File: src/rtl/json_obj_monitor.sv
// rtl/json_obj_monitor.sv - completion/abort statistics for the JSON object recogniser
// Optional per-object history FIFO is built only when JSON_MON_HIST_EN is defined.
module json_obj_monitor #(
   parameter int HIST_DEPTH = 4,
   parameter int CNT_W      = 16
) (
   input  logic             clk,
   input  logic             reset,
   input  logic [9:0]       status,
   input  logic [7:0]       cur_num,
   input  logic [7:0]       max_num,
   input  logic             clr,
   output logic             obj_done,
   output logic [CNT_W-1:0] obj_cnt,
   output logic [CNT_W-1:0] abort_cnt,
   output logic [CNT_W-1:0] pair_total,
   output logic [7:0]       peak_num,
   output logic [7:0]       last_max,
   output logic             status_err,
   output logic             hist_valid,
   input  logic             hist_ready,
   output logic [7:0]       hist_data,
   output logic             hist_ovf
);
   localparam logic [CNT_W-1:0] CNT_MAX = '1;

   logic [9:0]     prev_status;
   logic           done_evt;
   logic           abort_evt;
   logic           not_onehot;
   logic [CNT_W:0] pair_sum;

   // A drop to S0 straight out of S9 is trailing junk, not an abort.
   assign done_evt   = status[9] & ~prev_status[9];
   assign abort_evt  = status[0] & ~prev_status[0] & ~prev_status[9];
   assign not_onehot = (status == 10'd0) || ((status & (status - 10'd1)) != 10'd0);
   assign pair_sum   = {1'b0, pair_total} + (CNT_W+1)'(cur_num);

   always_ff @(posedge clk or posedge reset) begin
      if (reset) begin
         prev_status <= 10'b0000000001;
         obj_done    <= 1'b0;
         obj_cnt     <= '0;
         abort_cnt   <= '0;
         pair_total  <= '0;
         peak_num    <= 8'd0;
         last_max    <= 8'd0;
         status_err  <= 1'b0;
      end else begin
         prev_status <= status;
         if (clr) begin
            obj_done   <= 1'b0;
            obj_cnt    <= '0;
            abort_cnt  <= '0;
            pair_total <= '0;
            peak_num   <= 8'd0;
            last_max   <= 8'd0;
            status_err <= 1'b0;
         end else begin
            obj_done <= done_evt;
            if (done_evt) begin
               if (obj_cnt != CNT_MAX)
                  obj_cnt <= obj_cnt + CNT_W'(1);
               pair_total <= pair_sum[CNT_W] ? CNT_MAX : pair_sum[CNT_W-1:0];
               if (cur_num > peak_num)
                  peak_num <= cur_num;
               last_max <= max_num;
            end
            if (abort_evt && (abort_cnt != CNT_MAX))
               abort_cnt <= abort_cnt + CNT_W'(1);
            if (not_onehot)
               status_err <= 1'b1;
         end
      end
   end

`ifdef JSON_MON_HIST_EN
   localparam int          AW       = $clog2(HIST_DEPTH);
   localparam logic [AW:0] FULL_CNT = (AW+1)'(HIST_DEPTH);

   logic [7:0]    mem [HIST_DEPTH];
   logic [AW-1:0] wr_ptr;
   logic [AW-1:0] rd_ptr;
   logic [AW:0]   fill;
   logic          push;
   logic          pop;
   logic          full;
   logic          do_push;

   assign push       = done_evt & ~clr;
   assign pop        = hist_valid & hist_ready;
   assign full       = (fill == FULL_CNT);
   // A pop in the same cycle frees the slot, so a full FIFO still accepts the push.
   assign do_push    = push & (~full | pop);
   assign hist_valid = (fill != '0);
   assign hist_data  = hist_valid ? mem[rd_ptr] : 8'd0;

   always_ff @(posedge clk) begin
      if (do_push)
         mem[wr_ptr] <= cur_num;
   end

   always_ff @(posedge clk or posedge reset) begin
      if (reset) begin
         wr_ptr   <= '0;
         rd_ptr   <= '0;
         fill     <= '0;
         hist_ovf <= 1'b0;
      end else if (clr) begin
         wr_ptr   <= '0;
         rd_ptr   <= '0;
         fill     <= '0;
         hist_ovf <= 1'b0;
      end else begin
         if (do_push)
            wr_ptr <= wr_ptr + AW'(1);
         if (pop)
            rd_ptr <= rd_ptr + AW'(1);
         if (push && full && !pop)
            hist_ovf <= 1'b1;
         case ({do_push, pop})
            2'b10:   fill <= fill + (AW+1)'(1);
            2'b01:   fill <= fill - (AW+1)'(1);
            default: fill <= fill;
         endcase
      end
   end
`else
   logic [1:0] unused_hist;

   assign unused_hist = {hist_ready, HIST_DEPTH[0]};
   assign hist_valid  = 1'b0;
   assign hist_data   = 8'd0;
   assign hist_ovf    = 1'b0;
`endif

endmodule

File: config.mk
export PLATFORM = sky130hd
export DESIGN_NAME = json_obj_monitor
export DESIGN_NICKNAME = d
export VERILOG_FILES = /design/src/rtl/json_obj_monitor.sv
export SDC_FILE = /design/constraint.sdc
export NUM_CORES = 1
export LEC_CHECK = 0
export BUFFER_PORTS_ARGS = -buffer_cell sky130_fd_sc_hd__buf_2
export CORE_ASPECT_RATIO = 2
export CORE_MARGIN = 5
export CORE_UTILIZATION = 50
export CTS_CLUSTER_DIAMETER = 30
export CTS_CLUSTER_SIZE = 16
export DETAILED_ROUTE_END_ITERATION = 10
export GPL_TIMING_DRIVEN = 0
export PLACE_DENSITY = 0.78
export SLEW_MARGIN = 20
export SYNTH_ARGS = -nofsm -noshare
export SYNTH_HDL_FRONTEND = slang
export SYNTH_SLANG_ARGS = --single-unit
File: constraint.sdc
create_clock -name clk -period 3.3 [get_ports clk]
set_clock_uncertainty 0.2 [all_clocks]
set_input_delay 0.33 -clock clk [delete_from_list [all_inputs] [get_ports clk]]
set_output_delay 0.33 -clock clk [all_outputs]
set_load 0.05 [all_outputs]
Word level (Yosys, flattened, before mapping):

Index checks and enable logic that the tools add are counted.

* add/subtract/negate cells: 4
* order comparisons: 1
* eq/ne operators: 2
* multiplexer cells: 16
* bitwise gates (word level): 6
* reduce and logical (&&, ||, !) cells: 11

Operators by type and width (count)
* 16-bit 2-to-1 mux: 8
* 8-bit 2-to-1 mux: 5
* 16-bit by 1-bit adder with 16-bit output (second input constant): 2
* 16-bit inequality test (second input constant): 2
* 16-bit by 8-bit adder with 17-bit output: 1
* 10-bit AND: 1
* 10-bit logical NOT: 1
* 10-bit nonzero test: 1
* 2-bit nonzero test: 5
* 10-bit by 1-bit subtractor with 10-bit output (second input constant): 1
* 8-bit > comparator: 1
* 2-bit AND reduction: 2
* 1-bit AND: 3
* 1-bit 2-to-1 mux: 3
* 1-bit inverter: 2
* 1-bit logical AND: 1
* 1-bit logical OR: 1

* flip-flop bits (word level): 76
* input port bits: 30

Longest topological paths before layout:

* depth after elaboration: 6
* gate-level depth with buffers: 7

Least setup slack after synthesis:

No wires, ideal clock.

* path kind: register to register
* start: register pair_total[0]
* end: register pair_total[10]
* library setup time: 0.163 ns
* arrival: 2.192 ns
* data required time: 2.937 ns
* path slack: 0.746 ns
* stages on the path, launching flop included: 8
* buffers on the path: 0
* cell sequence: dfrtp_1 -> ha_1 -> fa_1 -> a211oi_1 -> or3_1 -> a21oi_1 -> nor2b_1 -> a311oi_1

* longest elaborated chain between the ends: 4

Ends and longest elaborated chain
* start: declaration: RTL line 16 `output logic [CNT_W-1:0] pair_total,`
* start signal: assignment: RTL line 64 `pair_total <= pair_sum[CNT_W] ? CNT_MAX : pair_sum[CNT_W-1:0];`
* 16-bit by 8-bit adder with 17-bit output: RTL line 37 `assign pair_sum = {1'b0, pair_total} + (CNT_W+1)'(cur_num);`
* 16-bit 2-to-1 mux: RTL line 64
* 16-bit 2-to-1 mux: RTL line 61 `if (done_evt) begin`
* 16-bit 2-to-1 mux: RTL line 51 `if (clr) begin`

No other way between the ends. The select of a mux whose other input is x is not followed.
A chain may end at the register's enable or synchronous reset.

Worst setup path in the final report:

Same ends and word-level chain as after synthesis.

==> impl_metrics.env <==
export IMPL_status="finished clean"
export IMPL_yosysSeqAreaShare_pct=42.5
export IMPL_async_reset_ff_share_pct=100
export IMPL_drive_gt1_share_pct=23.0
export IMPL_setup_viol=0
export IMPL_rows=46
export IMPL_postLayoutCoreUtil_pct=63.1
export IMPL_cp_end_kind="flop"
export IMPL_dr_first_iter_drc_count=166
export IMPL_final_min_clock_period_ps=2650
export IMPL_wl_um=11100
export IMPL_area_growth_pct=24.1
export IMPL_cts_tree="yes"
export IMPL_synth_area_um2=4010
export IMPL_instances_no_fill=652
export IMPL_track_usage_pct=22.8
export IMPL_wl_per_cell_um=17.0
export IMPL_dieArea_um2=10000
export IMPL_clk_latency_ps=330
export IMPL_fin_nets=601
export IMPL_start_util_pct=50.8
export IMPL_crit_family="compound AO/OA/AOI/OAI gates"
export IMPL_num_antenna_cells=0
export IMPL_netlist_instances=434
export IMPL_hpwl_um=8460
export IMPL_cts_max_level=3
export IMPL_clk_pin_slew_ps=50
export IMPL_slew_viol_final=0
export IMPL_arrival_ps=2680
export IMPL_yosys_area_share_simple_pct=20.8
export IMPL_min_path_type="primary input to flop"
export IMPL_grt_pass1_wl_um=17600
export IMPL_required_ps=3330
export IMPL_relSlewSlack_pct=58.8
export IMPL_timing_fmax_mhz=377
export IMPL_synth_top_family_by_area="simple AND/OR/NAND/NOR gates"
export IMPL_place_congestion=0.889
export IMPL_vdd_drop_max_mv=0.310
export IMPL_clockBufferDepth=2
export IMPL_hold_viol=0
export IMPL_synth_adder_area_share_pct=6.37
export IMPL_grt_max_degree=36
export IMPL_timing_final_crit_share_pct=80.3
export IMPL_synthFlopType="dfrtp_1"
export IMPL_cts_buffers=9
export IMPL_core_area_um2=7890
export IMPL_path_class="flop to flop"
export IMPL_synth_xor_area_share_pct=6.12
export IMPL_synth_edf_count=0
export IMPL_cp_slowest_cell="fa_1"
export IMPL_critPathBufInv=0
export IMPL_firstDrtPassIters=4
export IMPL_io_buffers=94
export IMPL_synth_cell_type_count=53
export IMPL_drc=0
export IMPL_drtAntennaViolNets=0
export IMPL_setup_tns_ps=0
export IMPL_nFillCells=678
export IMPL_critPathMaxStageDelay_ps=440
export IMPL_muxShareOfSynthArea_pct=3.03
export IMPL_antenna_found_initial=0
export IMPL_crit_chain="ha_1 > fa_1 > a211oi_1 > or3_1 > a21oi_1 > nor2b_1 > a311oi_1"
export IMPL_cts_sink_count=68
export IMPL_clockRootBuffer="clkbuf_16"
export IMPL_via_per_inst=5.70
export IMPL_p_per_area_nw_per_um2=430
export IMPL_num_io_pins=106
export IMPL_synth_compound_area_share_pct=16.1
export IMPL_vias=3718
export IMPL_dp_cells=634
export IMPL_synth_warnings=0
export IMPL_die_h_um=137
export IMPL_worstMarginPinSlew_ps=615
export IMPL_crit_path_start_kind="flop"
export IMPL_power_leakage_nw=2.31
export IMPL_grt_overflow=0
export IMPL_worst_path_max_fanout=4
export IMPL_grt_pass1_vias=3773
export IMPL_rsz0062_at_grt="false"
export IMPL_die_w_um=73.3
export IMPL_cap_violations=0
export IMPL_ys_ff_latch=68
export IMPL_synth_area_per_cell_um2=9.24
Yosys cell counts, types with 4 or more instances:
master    instances  area share [%]
ha_1             18             5.6
inv_1            15             1.4
nand3_1          12             1.5
and4_1            4            0.87
nand4_1           8             1.2
a21oi_1          35             4.4
a311oi_1          5             1.1
dfrtp_1          67              42
o211ai_1          6             1.1
clkbuf_1         11             1.0
nand2b_1         18             2.8
a211oi_1         14             2.6
o21ai_0          16             2.0
and3_1            5            0.78
a31oi_1           4            0.62
buf_4            10             1.9
mux2i_1          11             2.7
a21o_1            4            0.75
xor2_1            4            0.87
nand2_1          37             3.5
or3_1             8             1.2
xnor2_1          24             5.2
nor2_1           35             3.3
nor4_1            5            0.78
nor3_1           15             1.9
area by class of cell:
type	count	area [µm²]	share of cell area [%]
multi-input cells	333	2140	43.0
flip-flops and latches	68	1700	34.2
repair buffers	98	520	10.5
clock buffers	14	284	5.71
plain buffers	27	143	2.87
well taps	96	120	2.41
inverters	15	58.8	1.18
clock inverters	1	5.00	0.101
worst paths after layout:
kind	slack, ps	from	cells past startpoint	endpoint
max	650	pair_total[0]	7	pair_total[10]
min	30	max_num[6]	3	last_max[6]
max reg2reg	650	pair_total[0]	7	pair_total[10]
min reg2reg	320	last_max[4]	2	last_max[4]
max in group asynchronous	1990	reset	4	obj_cnt[8]
min in group asynchronous	370	reset	3	abort_cnt[0]
cells in the final DEF, fill, tap and decap left out, drive strengths merged, types with 5 or more instances in the layout:
| master | instances |
|---|---|
| buf | 110 |
| dfrtp | 67 |
| nand2 | 37 |
| a21oi | 37 |
| nor2 | 35 |
| clkbuf | 26 |
| xnor2 | 24 |
| nand2b | 18 |
| ha | 18 |
| o21ai | 17 |
| nor3 | 16 |
| inv | 15 |
| a211oi | 14 |
| nand3 | 12 |
| mux2i | 11 |
| conb | 10 |
| or3 | 8 |
| nand4 | 8 |
| o211ai | 6 |
| and3 | 5 |
| a311oi | 5 |
| nor4 | 5 |
what timing repair did:
item / in CTS / in global routing
setup endpoints to repair: 0 / 0
endpoints found under the hold margin: 34 / 0
buffers inserted: 0 / 0
hold buffers: 3 / 0
gates resized for setup: 0 / 0
metrics by stage:
stage	worst slack [ps]	power, mW	hold slack (ps)	cell area, µm²
after floorplan	746	1.13	134	4040
after global routing	553	2.22	33.5	4970
after global placement	193	1.22	270	4630
after detailed placement	625	1.23	178	4660
final	650	2.14	29.4	4970
after CTS	670	2.16	22.5	4970
power breakdown:
part / switching (mW) / internal [mW] / total [mW]
sequential: 0.0195 / 0.857 / 0.876
clock: 0.333 / 0.585 / 0.918
combinational: 0.239 / 0.106 / 0.345
total: 0.592 / 1.55 / 2.14
cell families after synthesis:
family | Yosys count
multiplexers | 12
other | 1
XOR/XNOR | 28
adder cells (fa/ha/maj) | 20
buffers and inverters | 42
AO/OA/AOI/OAI | 101
AND/OR/NAND/NOR | 162
flip-flops | 68
registers in the layout, indices dropped and copies added, names as in the netlist:
name         flops
abort_cnt       16
obj_cnt         16
pair_total      16
last_max         8
peak_num         8
prev_status      2
obj_done         1
status_err       1
worst min-delay path: cells and delay by family:
family	cells	cell delay, ps
compound gates	1	50
buf+inv	1	90
simple gates	1	40
metal layers:
layer	vias up	routed length [µm]	track usage (%)
met2	125	6240	43.6
met4	0	434	11.9
met1	1780	3830	22.2
met5	-	0	0
li1	1783	-	-
met3	30	593	4.26
Note: power is estimated with default switching activity, not from simulation.
